===== config.mk =====
export PLATFORM = sky130hd
export DESIGN_NAME = diag_func_master_flat
export DESIGN_NICKNAME = d
export VERILOG_FILES = /design/src/rtl/diag_func_master_if.sv /design/src/rtl/diag_func_master.sv /design/src/flat_wrapper.sv
export SDC_FILE = /design/constraint.sdc
export NUM_CORES = 1
export LEC_CHECK = 0
export BUFFER_PORTS_ARGS = -buffer_cell sky130_fd_sc_hd__buf_4
export CORE_MARGIN = 4
export CORE_UTILIZATION = 54
export DETAILED_ROUTE_END_ITERATION = 12
export GPL_ROUTABILITY_DRIVEN = 0
export GPL_TIMING_DRIVEN = 0
export PLACE_DENSITY = 0.85
export SYNTH_ARGS = -nofsm -noshare
export SYNTH_HDL_FRONTEND = slang
export SYNTH_SLANG_ARGS = --single-unit
export TNS_END_PERCENT = 1

===== constraint.sdc =====
create_clock -name clk -period 3.4 [get_ports clk]
set_clock_uncertainty 0.1 [all_clocks]
set_input_delay 0.51 -clock clk [delete_from_list [all_inputs] [get_ports clk]]
set_output_delay 0.51 -clock clk [all_outputs]
set_load 0.01 [all_outputs]

===== src/rtl/diag_func_master_if.sv =====
// EBUS diagnostic-function bundle: request/response handshake plus the diagnostic bus lines.
// The master modport is the initiator's view; the slave modport is the console/EBUS side.
interface diag_func_master_if;
  logic        reqValid;
  logic        reqReady;
  logic [0:6]  reqFunc;
  logic [0:35] reqData;
  logic        rspValid;
  logic        rspReady;
  logic [0:35] rspData;
  logic        rspParErr;
  logic [0:6]  ebusDs;
  logic        ebusDiagStrobe;
  logic [0:35] ebusData;
  logic        ebusDataDrive;
  logic        ebusParityOut;
  logic [0:35] ebusDataIn;
  logic        ebusParityIn;

  modport master (
    input  reqValid, reqFunc, reqData, rspReady, ebusDataIn, ebusParityIn,
    output reqReady, rspValid, rspData, rspParErr,
    output ebusDs, ebusDiagStrobe, ebusData, ebusDataDrive, ebusParityOut
  );

  modport slave (
    output reqValid, reqFunc, reqData, rspReady, ebusDataIn, ebusParityIn,
    input  reqReady, rspValid, rspData, rspParErr,
    input  ebusDs, ebusDiagStrobe, ebusData, ebusDataDrive, ebusParityOut
  );
endinterface


===== src/rtl/diag_func_master.sv =====
// EBUS diagnostic-function initiator: runs one request through setup/strobe/hold and returns
// captured read data. Define DIAG_PARITY_EN to enable bus parity generation and checking.
module diag_func_master #(
  parameter int unsigned SETUP_CYCLES  = 2,
  parameter int unsigned STROBE_CYCLES = 4,
  parameter int unsigned SAMPLE_CYCLE  = 3,
  parameter int unsigned HOLD_CYCLES   = 2
) (
  input logic                clk,
  input logic                resetN,
  diag_func_master_if.master bus
);

  localparam int unsigned MaxSs     = (SETUP_CYCLES > STROBE_CYCLES) ? SETUP_CYCLES
                                                                     : STROBE_CYCLES;
  localparam int unsigned MaxCycles = (MaxSs > HOLD_CYCLES) ? MaxSs : HOLD_CYCLES;
  // Counter loads N-1 and expires at zero, so clog2(N) bits cover the longest phase.
  localparam int unsigned CntW      = (MaxCycles > 1) ? $clog2(MaxCycles) : 1;

  localparam logic [CntW-1:0] SetupLoad  = CntW'(SETUP_CYCLES - 1);
  localparam logic [CntW-1:0] StrobeLoad = CntW'(STROBE_CYCLES - 1);
  localparam logic [CntW-1:0] HoldLoad   = CntW'(HOLD_CYCLES - 1);
  localparam logic [CntW-1:0] SampleCnt  = CntW'(STROBE_CYCLES - SAMPLE_CYCLE);

  typedef enum logic [2:0] {StIdle, StSetup, StStrobe, StHold, StResp} state_e;

  state_e            state_q, state_d;
  logic [CntW-1:0]   cnt_q, cnt_d;
  logic [0:6]        func_q, func_d;
  logic [0:35]       wdata_q, wdata_d;
  logic [0:35]       rsp_data_q, rsp_data_d;
  logic              rsp_par_err_q, rsp_par_err_d;
  logic [0:6]        ds_q, ds_d;
  logic              strobe_q, strobe_d;
  logic [0:35]       ebus_data_q, ebus_data_d;
  logic              drive_q, drive_d;
  logic              parity_q, parity_d;
  logic              req_ready_q, req_ready_d;
  logic              rsp_valid_q, rsp_valid_d;
  logic              busy;
  logic              sample_par_err;

`ifdef DIAG_PARITY_EN
  assign sample_par_err = bus.ebusParityIn != ~^bus.ebusDataIn;
`else
  logic unused_parity_in;
  assign unused_parity_in = bus.ebusParityIn;
  assign sample_par_err   = 1'b0;
`endif

  always_comb begin
    state_d       = state_q;
    cnt_d         = cnt_q;
    func_d        = func_q;
    wdata_d       = wdata_q;
    rsp_data_d    = rsp_data_q;
    rsp_par_err_d = rsp_par_err_q;
    unique case (state_q)
      StIdle: begin
        if (bus.reqValid) begin
          func_d  = bus.reqFunc;
          wdata_d = bus.reqData;
          cnt_d   = SetupLoad;
          state_d = StSetup;
        end
      end
      StSetup: begin
        if (cnt_q == '0) begin
          cnt_d   = StrobeLoad;
          state_d = StStrobe;
        end else begin
          cnt_d = cnt_q - CntW'(1);
        end
      end
      StStrobe: begin
        // func bit 0 is the read flag (octal 100-177)
        if (func_q[0] && (cnt_q == SampleCnt)) begin
          rsp_data_d    = bus.ebusDataIn;
          rsp_par_err_d = sample_par_err;
        end
        if (cnt_q == '0) begin
          if (HOLD_CYCLES == 0) begin
            state_d = StResp;
          end else begin
            cnt_d   = HoldLoad;
            state_d = StHold;
          end
        end else begin
          cnt_d = cnt_q - CntW'(1);
        end
      end
      StHold: begin
        if (cnt_q == '0) begin
          state_d = StResp;
        end else begin
          cnt_d = cnt_q - CntW'(1);
        end
      end
      StResp: begin
        if (bus.rspReady) begin
          state_d       = StIdle;
          rsp_data_d    = '0;
          rsp_par_err_d = 1'b0;
        end
      end
      default: state_d = StIdle;
    endcase

    // Outputs are decoded from the next state so every bus line comes straight from a flop.
    busy        = (state_d == StSetup) || (state_d == StStrobe) || (state_d == StHold);
    ds_d        = busy ? func_d : '0;
    drive_d     = busy && !func_d[0];
    ebus_data_d = drive_d ? wdata_d : '0;
    strobe_d    = (state_d == StStrobe);
    req_ready_d = (state_d == StIdle);
    rsp_valid_d = (state_d == StResp);
`ifdef DIAG_PARITY_EN
    parity_d    = drive_d && (~^wdata_d);
`else
    parity_d    = 1'b0;
`endif
  end

  always_ff @(posedge clk or negedge resetN) begin
    if (!resetN) begin
      state_q       <= StIdle;
      cnt_q         <= '0;
      func_q        <= '0;
      wdata_q       <= '0;
      rsp_data_q    <= '0;
      rsp_par_err_q <= 1'b0;
      ds_q          <= '0;
      strobe_q      <= 1'b0;
      ebus_data_q   <= '0;
      drive_q       <= 1'b0;
      parity_q      <= 1'b0;
      req_ready_q   <= 1'b1;
      rsp_valid_q   <= 1'b0;
    end else begin
      state_q       <= state_d;
      cnt_q         <= cnt_d;
      func_q        <= func_d;
      wdata_q       <= wdata_d;
      rsp_data_q    <= rsp_data_d;
      rsp_par_err_q <= rsp_par_err_d;
      ds_q          <= ds_d;
      strobe_q      <= strobe_d;
      ebus_data_q   <= ebus_data_d;
      drive_q       <= drive_d;
      parity_q      <= parity_d;
      req_ready_q   <= req_ready_d;
      rsp_valid_q   <= rsp_valid_d;
    end
  end

  assign bus.reqReady       = req_ready_q;
  assign bus.rspValid       = rsp_valid_q;
  assign bus.rspData        = rsp_data_q;
  assign bus.rspParErr      = rsp_par_err_q;
  assign bus.ebusDs         = ds_q;
  assign bus.ebusDiagStrobe = strobe_q;
  assign bus.ebusData       = ebus_data_q;
  assign bus.ebusDataDrive  = drive_q;
  assign bus.ebusParityOut  = parity_q;

endmodule


===== src/flat_wrapper.sv =====
// flat-port wrapper written by rule: the top's interface ports become plain ports
module diag_func_master_flat 
#(
  parameter int unsigned SETUP_CYCLES  = 2,
  parameter int unsigned STROBE_CYCLES = 4,
  parameter int unsigned SAMPLE_CYCLE  = 3,
  parameter int unsigned HOLD_CYCLES   = 2
)
  (clk, resetN, bus_reqValid, bus_reqFunc, bus_reqData, bus_rspReady, bus_ebusDataIn, bus_ebusParityIn, bus_reqReady, bus_rspValid, bus_rspData, bus_rspParErr, bus_ebusDs, bus_ebusDiagStrobe, bus_ebusData, bus_ebusDataDrive, bus_ebusParityOut);
  diag_func_master_if bus_i ();
  input logic clk;
  input logic resetN;
  input wire logic [$bits(bus_i.reqValid)-1:0] bus_reqValid;
  input wire logic [$bits(bus_i.reqFunc)-1:0] bus_reqFunc;
  input wire logic [$bits(bus_i.reqData)-1:0] bus_reqData;
  input wire logic [$bits(bus_i.rspReady)-1:0] bus_rspReady;
  input wire logic [$bits(bus_i.ebusDataIn)-1:0] bus_ebusDataIn;
  input wire logic [$bits(bus_i.ebusParityIn)-1:0] bus_ebusParityIn;
  output wire logic [$bits(bus_i.reqReady)-1:0] bus_reqReady;
  output wire logic [$bits(bus_i.rspValid)-1:0] bus_rspValid;
  output wire logic [$bits(bus_i.rspData)-1:0] bus_rspData;
  output wire logic [$bits(bus_i.rspParErr)-1:0] bus_rspParErr;
  output wire logic [$bits(bus_i.ebusDs)-1:0] bus_ebusDs;
  output wire logic [$bits(bus_i.ebusDiagStrobe)-1:0] bus_ebusDiagStrobe;
  output wire logic [$bits(bus_i.ebusData)-1:0] bus_ebusData;
  output wire logic [$bits(bus_i.ebusDataDrive)-1:0] bus_ebusDataDrive;
  output wire logic [$bits(bus_i.ebusParityOut)-1:0] bus_ebusParityOut;
  assign bus_i.reqValid = bus_reqValid;
  assign bus_i.reqFunc = bus_reqFunc;
  assign bus_i.reqData = bus_reqData;
  assign bus_i.rspReady = bus_rspReady;
  assign bus_i.ebusDataIn = bus_ebusDataIn;
  assign bus_i.ebusParityIn = bus_ebusParityIn;
  assign bus_reqReady = bus_i.reqReady;
  assign bus_rspValid = bus_i.rspValid;
  assign bus_rspData = bus_i.rspData;
  assign bus_rspParErr = bus_i.rspParErr;
  assign bus_ebusDs = bus_i.ebusDs;
  assign bus_ebusDiagStrobe = bus_i.ebusDiagStrobe;
  assign bus_ebusData = bus_i.ebusData;
  assign bus_ebusDataDrive = bus_i.ebusDataDrive;
  assign bus_ebusParityOut = bus_i.ebusParityOut;
  diag_func_master #(.SETUP_CYCLES(SETUP_CYCLES), .STROBE_CYCLES(STROBE_CYCLES), .SAMPLE_CYCLE(SAMPLE_CYCLE), .HOLD_CYCLES(HOLD_CYCLES)) u_core (.clk(clk), .resetN(resetN), .bus(bus_i));
endmodule

==> results by group <==
STA
  – Setup tns final: 0 ns
  – Worst Setup Slack, final: 1.285 ns
  – Slew headroom: 0.5606
  – RSZ-0062 raised after global routing: no
  – Tcrit/Tclk final: 0.6220
  – Final Hold Vio Count: 0
  – Post-Route Hold Slack: 0.1211 ns
  – Fmax: roughly 470 MHz
  – Worst slew pin tran: 0.6564 ns
  – Period minus WS final: ~2.1 ns
  – Slew Viols, Final: 0
  – Final setup viols: 0

Setup path
  – Worst Path Class, Setup: reg2reg
  – Critical Path AT: approximately 2.4 ns
  – R2r endpoint: u_core.bus.ebusData[13]
  – Crit path required time: 3.72 ns
  – Critical Path End: u_core.bus.ebusData[13]
  – Worst reg2reg setup slack: 1.29 ns
  – R2R depth: 5
  – Slowest library cell on the worst path: nor4b_4
  – Origin of the critical flop-to-flop path: u_core.state_q[2]
  – CP max FO: 10
  – CP startpoint: u_core.state_q[2]
  – Startpoint Class: register
  – Worst-path cell chain: nor4b_4, mux2_4, buf_8, buf_12, nor3b_2
  – Worst stage delay on the critical path: between 0.6 and 0.7 ns
  – Crit. End Element: register

Placed design
  – # port buffers: around 170
  – Final HPWL DP: 8.037 mm
  – Dpl ws: around 1.2 ns
  – Placed cell area: between 0.006 and 0.007 mm2

Pwr
  – Clock network fraction of design power: 0.265
  – Switch Pwr: roughly 2.2 mW
  – Switching share of power: 0.3163
  – Peak VDD IR: approximately 0.00051 V
  – Leak Pwr: approximately 3.5 nW
  – Power, Total: 6.983 mW
  – P_int: around 4.8 mW
  – Combinational power share: 0.378
  – Sequential share of power: 0.358
  – Power Density: 995.3 mW/mm2

Hold path
  – Hold crit path type: in2reg

Logic synthesis
  – Yosys top cell area share: 0.6520
  – Post-Synth Adder-Cell Area: 0.007523
  – Synth Flop Type: dfrtp_1
  – Largest family of logic cells by synthesized area: simple AND/OR/NAND/NOR gates
  – Mapped Cells: between 300 and 400
  – Leading area contributor after synthesis: dfrtp_1
  – Synth warn: 0
  – Xor/xnor share of the synthesized area: 0.001755
  – Mapped Avg Cell Area: 15.99 um2
  – Mux cell area share after synthesis: 0.1023
  – Post-synth ARST share: 1.000
  – #FFs+latches synth: about 130
  – Post-synthesis compound-gate area fraction: 0.07598
  – Cell Area, Synth: between 0.004 and 0.005 mm2
  – Synth unique cells: 35
  – Post-synth EDFFs: 0
  – Simple-Gate Fraction of Synth Area: 0.1153
  – Area contributors post-synth: dfrtp_1 65%, mux2_2 9.0%, nor3b_2 7.8%
  – Seq/Total Area, Yosys: 0.6572

Drt
  – DRC violations left: 0
  – DR vias: roughly 3300
  – Initial drt markers: between 100 and 150
  – Avg WL per Cell: approximately 19 um
  – First-pass iteration count of the detailed router: 4
  – Final WL: 11.71 mm
  – Vias per inst: about 5.3
  – Routed Antenna Nets: 0

Finish
  – Area Overhead vs Synth: 40.60%
  – Filler cell count: 522
  – Diode count: 0
  – Register area: roughly 0.0033 mm2
  – Nets@finish: around 590
  – Area taken by multi-input logic gates: between 0.0015 and 0.002 mm2
  – Final instance area: 0.007015 mm2
  – Share of cells above drive strength 1: 0.5762

Clock tree
  – Worst-skew pair later-pin latency: around 0.5 ns
  – Clock Path Buffers: 2
  – Clock-pin transition on the worst setup and hold timing paths: approximately 0.060 ns
  – CTS tree: yes
  – Sink Count: 131
  – H-tree levels: 4
  – Root Buffer: clkbuf_8
  – Setup Fix Bufs, Post-CTS: 0
  – Num CTS Buffers: 17

Global routing
  – First-pass GRT wire length: about 19 mm
  – Global-route congestion overflow total: 0
  – Initial antenna violation count: 0
  – Tot GR Track Use: 0.2251
  – Pin count of the biggest net entering global routing: 68
  – Vias in the first global route: about 3600

Floorplanning
  – Die area: 0.01084 mm2
  – Site row count: 34
  – Die Wd: roughly 100 um
  – Core area: ~0.0088 mm2
  – IO Pins: approximately 170
  – Starting Density: 0.5639
  – Die Y: 104.1 um

Outcome
  – Status: complete, no violations

Flow run
  – Max-Cap Viols: 0
==> cell type report <==
class / count / share of cell area
flip-flops and latches: 131 / 0.4675
multi-input cells: 153 / 0.2165
repair buffers: 167 / 0.1825
clock buffers: 19 / 0.06153
plain buffers: 25 / 0.02568
clock inverters: 13 / 0.02497
well taps: 108 / 0.01926
inverters: 4 / 0.002140
==> per-stage QoR <==
step,cells,util
after floorplan,313,-
after global placement,586,0.7196
after detailed placement,587,0.7231
after CTS,620,0.7928
after global routing,620,0.7928
final,620,0.7928
==> layout by cell type (no fill, tap or decap), drive strengths merged, types with 2 or more instances in the layout <==
master	count
dfrtp	130
nand2	2
nor3b	36
nor2b	8
inv	8
clkbuf	21
mux2	44
o21ai	3
a22o	36
conb	2
buf	189
ha	3
nand4b	2
bufinv	3
nor2	4
clkinv	5
==> per-layer routing <==
metal,vias up,global-route usage,part of all wire
li1,1486,-,-
met1,1658,0.2696,0.39
met2,106,0.3835,0.54
met3,20,0.05400,0.048
met4,0,0.1073,0.024
met5,-,0,0
==> power by group through the flow <==
stage | combinational [mW] | sequential, mW | clock [mW]
after floorplan | 1.46 | 2.63 | 0
after global placement | 2.53 | 2.48 | 0
after detailed placement | 2.64 | 2.51 | 0
after CTS | 2.68 | 2.50 | 1.87
after global routing | 2.86 | 2.57 | 1.95
final | 2.64 | 2.50 | 1.85
==> registers in the layout (all words and copies together) (netlist names) <==
signal	count
u_core.cnt_q	2
u_core.wdata_q	36
u_core.bus.reqReady	1
u_core.bus.ebusDiagStrobe	1
u_core.bus.ebusData	36
u_core.bus.rspValid	1
u_core.func_q	7
u_core.bus.rspData	36
u_core.state_q	3
u_core.bus.ebusDataDrive	1
u_core.bus.ebusDs	7
==> how the worst min path moves through the flow <==
stage	from	to	slack, ns	cells past startpoint
2_1_floorplan	resetN	u_core.bus.ebusDataDrive	0.11	0
3_3_place_gp	u_core.wdata_q[18]	u_core.wdata_q[18]	0.37	1
3_5_place_dp	u_core.wdata_q[23]	u_core.wdata_q[23]	0.38	1
4_1_cts	bus_ebusDataIn[8]	u_core.bus.rspData[27]	0.10	2
5_1_grt	bus_ebusDataIn[13]	u_core.bus.rspData[22]	0.11	2
6_report	bus_ebusDataIn[12]	u_core.bus.rspData[23]	0.12	2
==> logic make-up (layout without fill, tap and decap cells) <==
| family | after synthesis | after routing |
|---|---|---|
| AO/OA/AOI/OAI | 45 | 45 |
| AND/OR/NAND/NOR | 58 | 58 |
| multiplexers | 44 | 44 |
| flip-flops | 131 | 131 |
| adder cells (fa/ha/maj) | 3 | 3 |
| other | 1 | 2 |
| buffers and inverters | 29 | 228 |
| XOR/XNOR | 1 | 1 |
==> timing repair <==
action / CTS / global route
setup endpoints to repair: 0 / 0
hold buffers: 1 / 0
endpoints found under the hold margin: 64 / 0
gates resized for setup: 0 / 0
==> Yosys cell counts, drive strengths merged, types with 2 or more instances <==
cell type  count
clkbuf         2
o21ai          3
mux2          44
a22o          36
nor2b          8
nand2          2
dfrtp        130
nor3b         36
nor2           4
nand4b         2
inv            4
ha             3
buf           23
==> critical path: cells and delay by family (launching register included) <==
kind / cells / cell delay (ns)
and+or+nand+nor: 2 / 0.83
buffers and inverters: 2 / 0.31
muxes: 1 / 0.38
DFF: 1 / 0.42
Power figures use the tool's default switching activity.
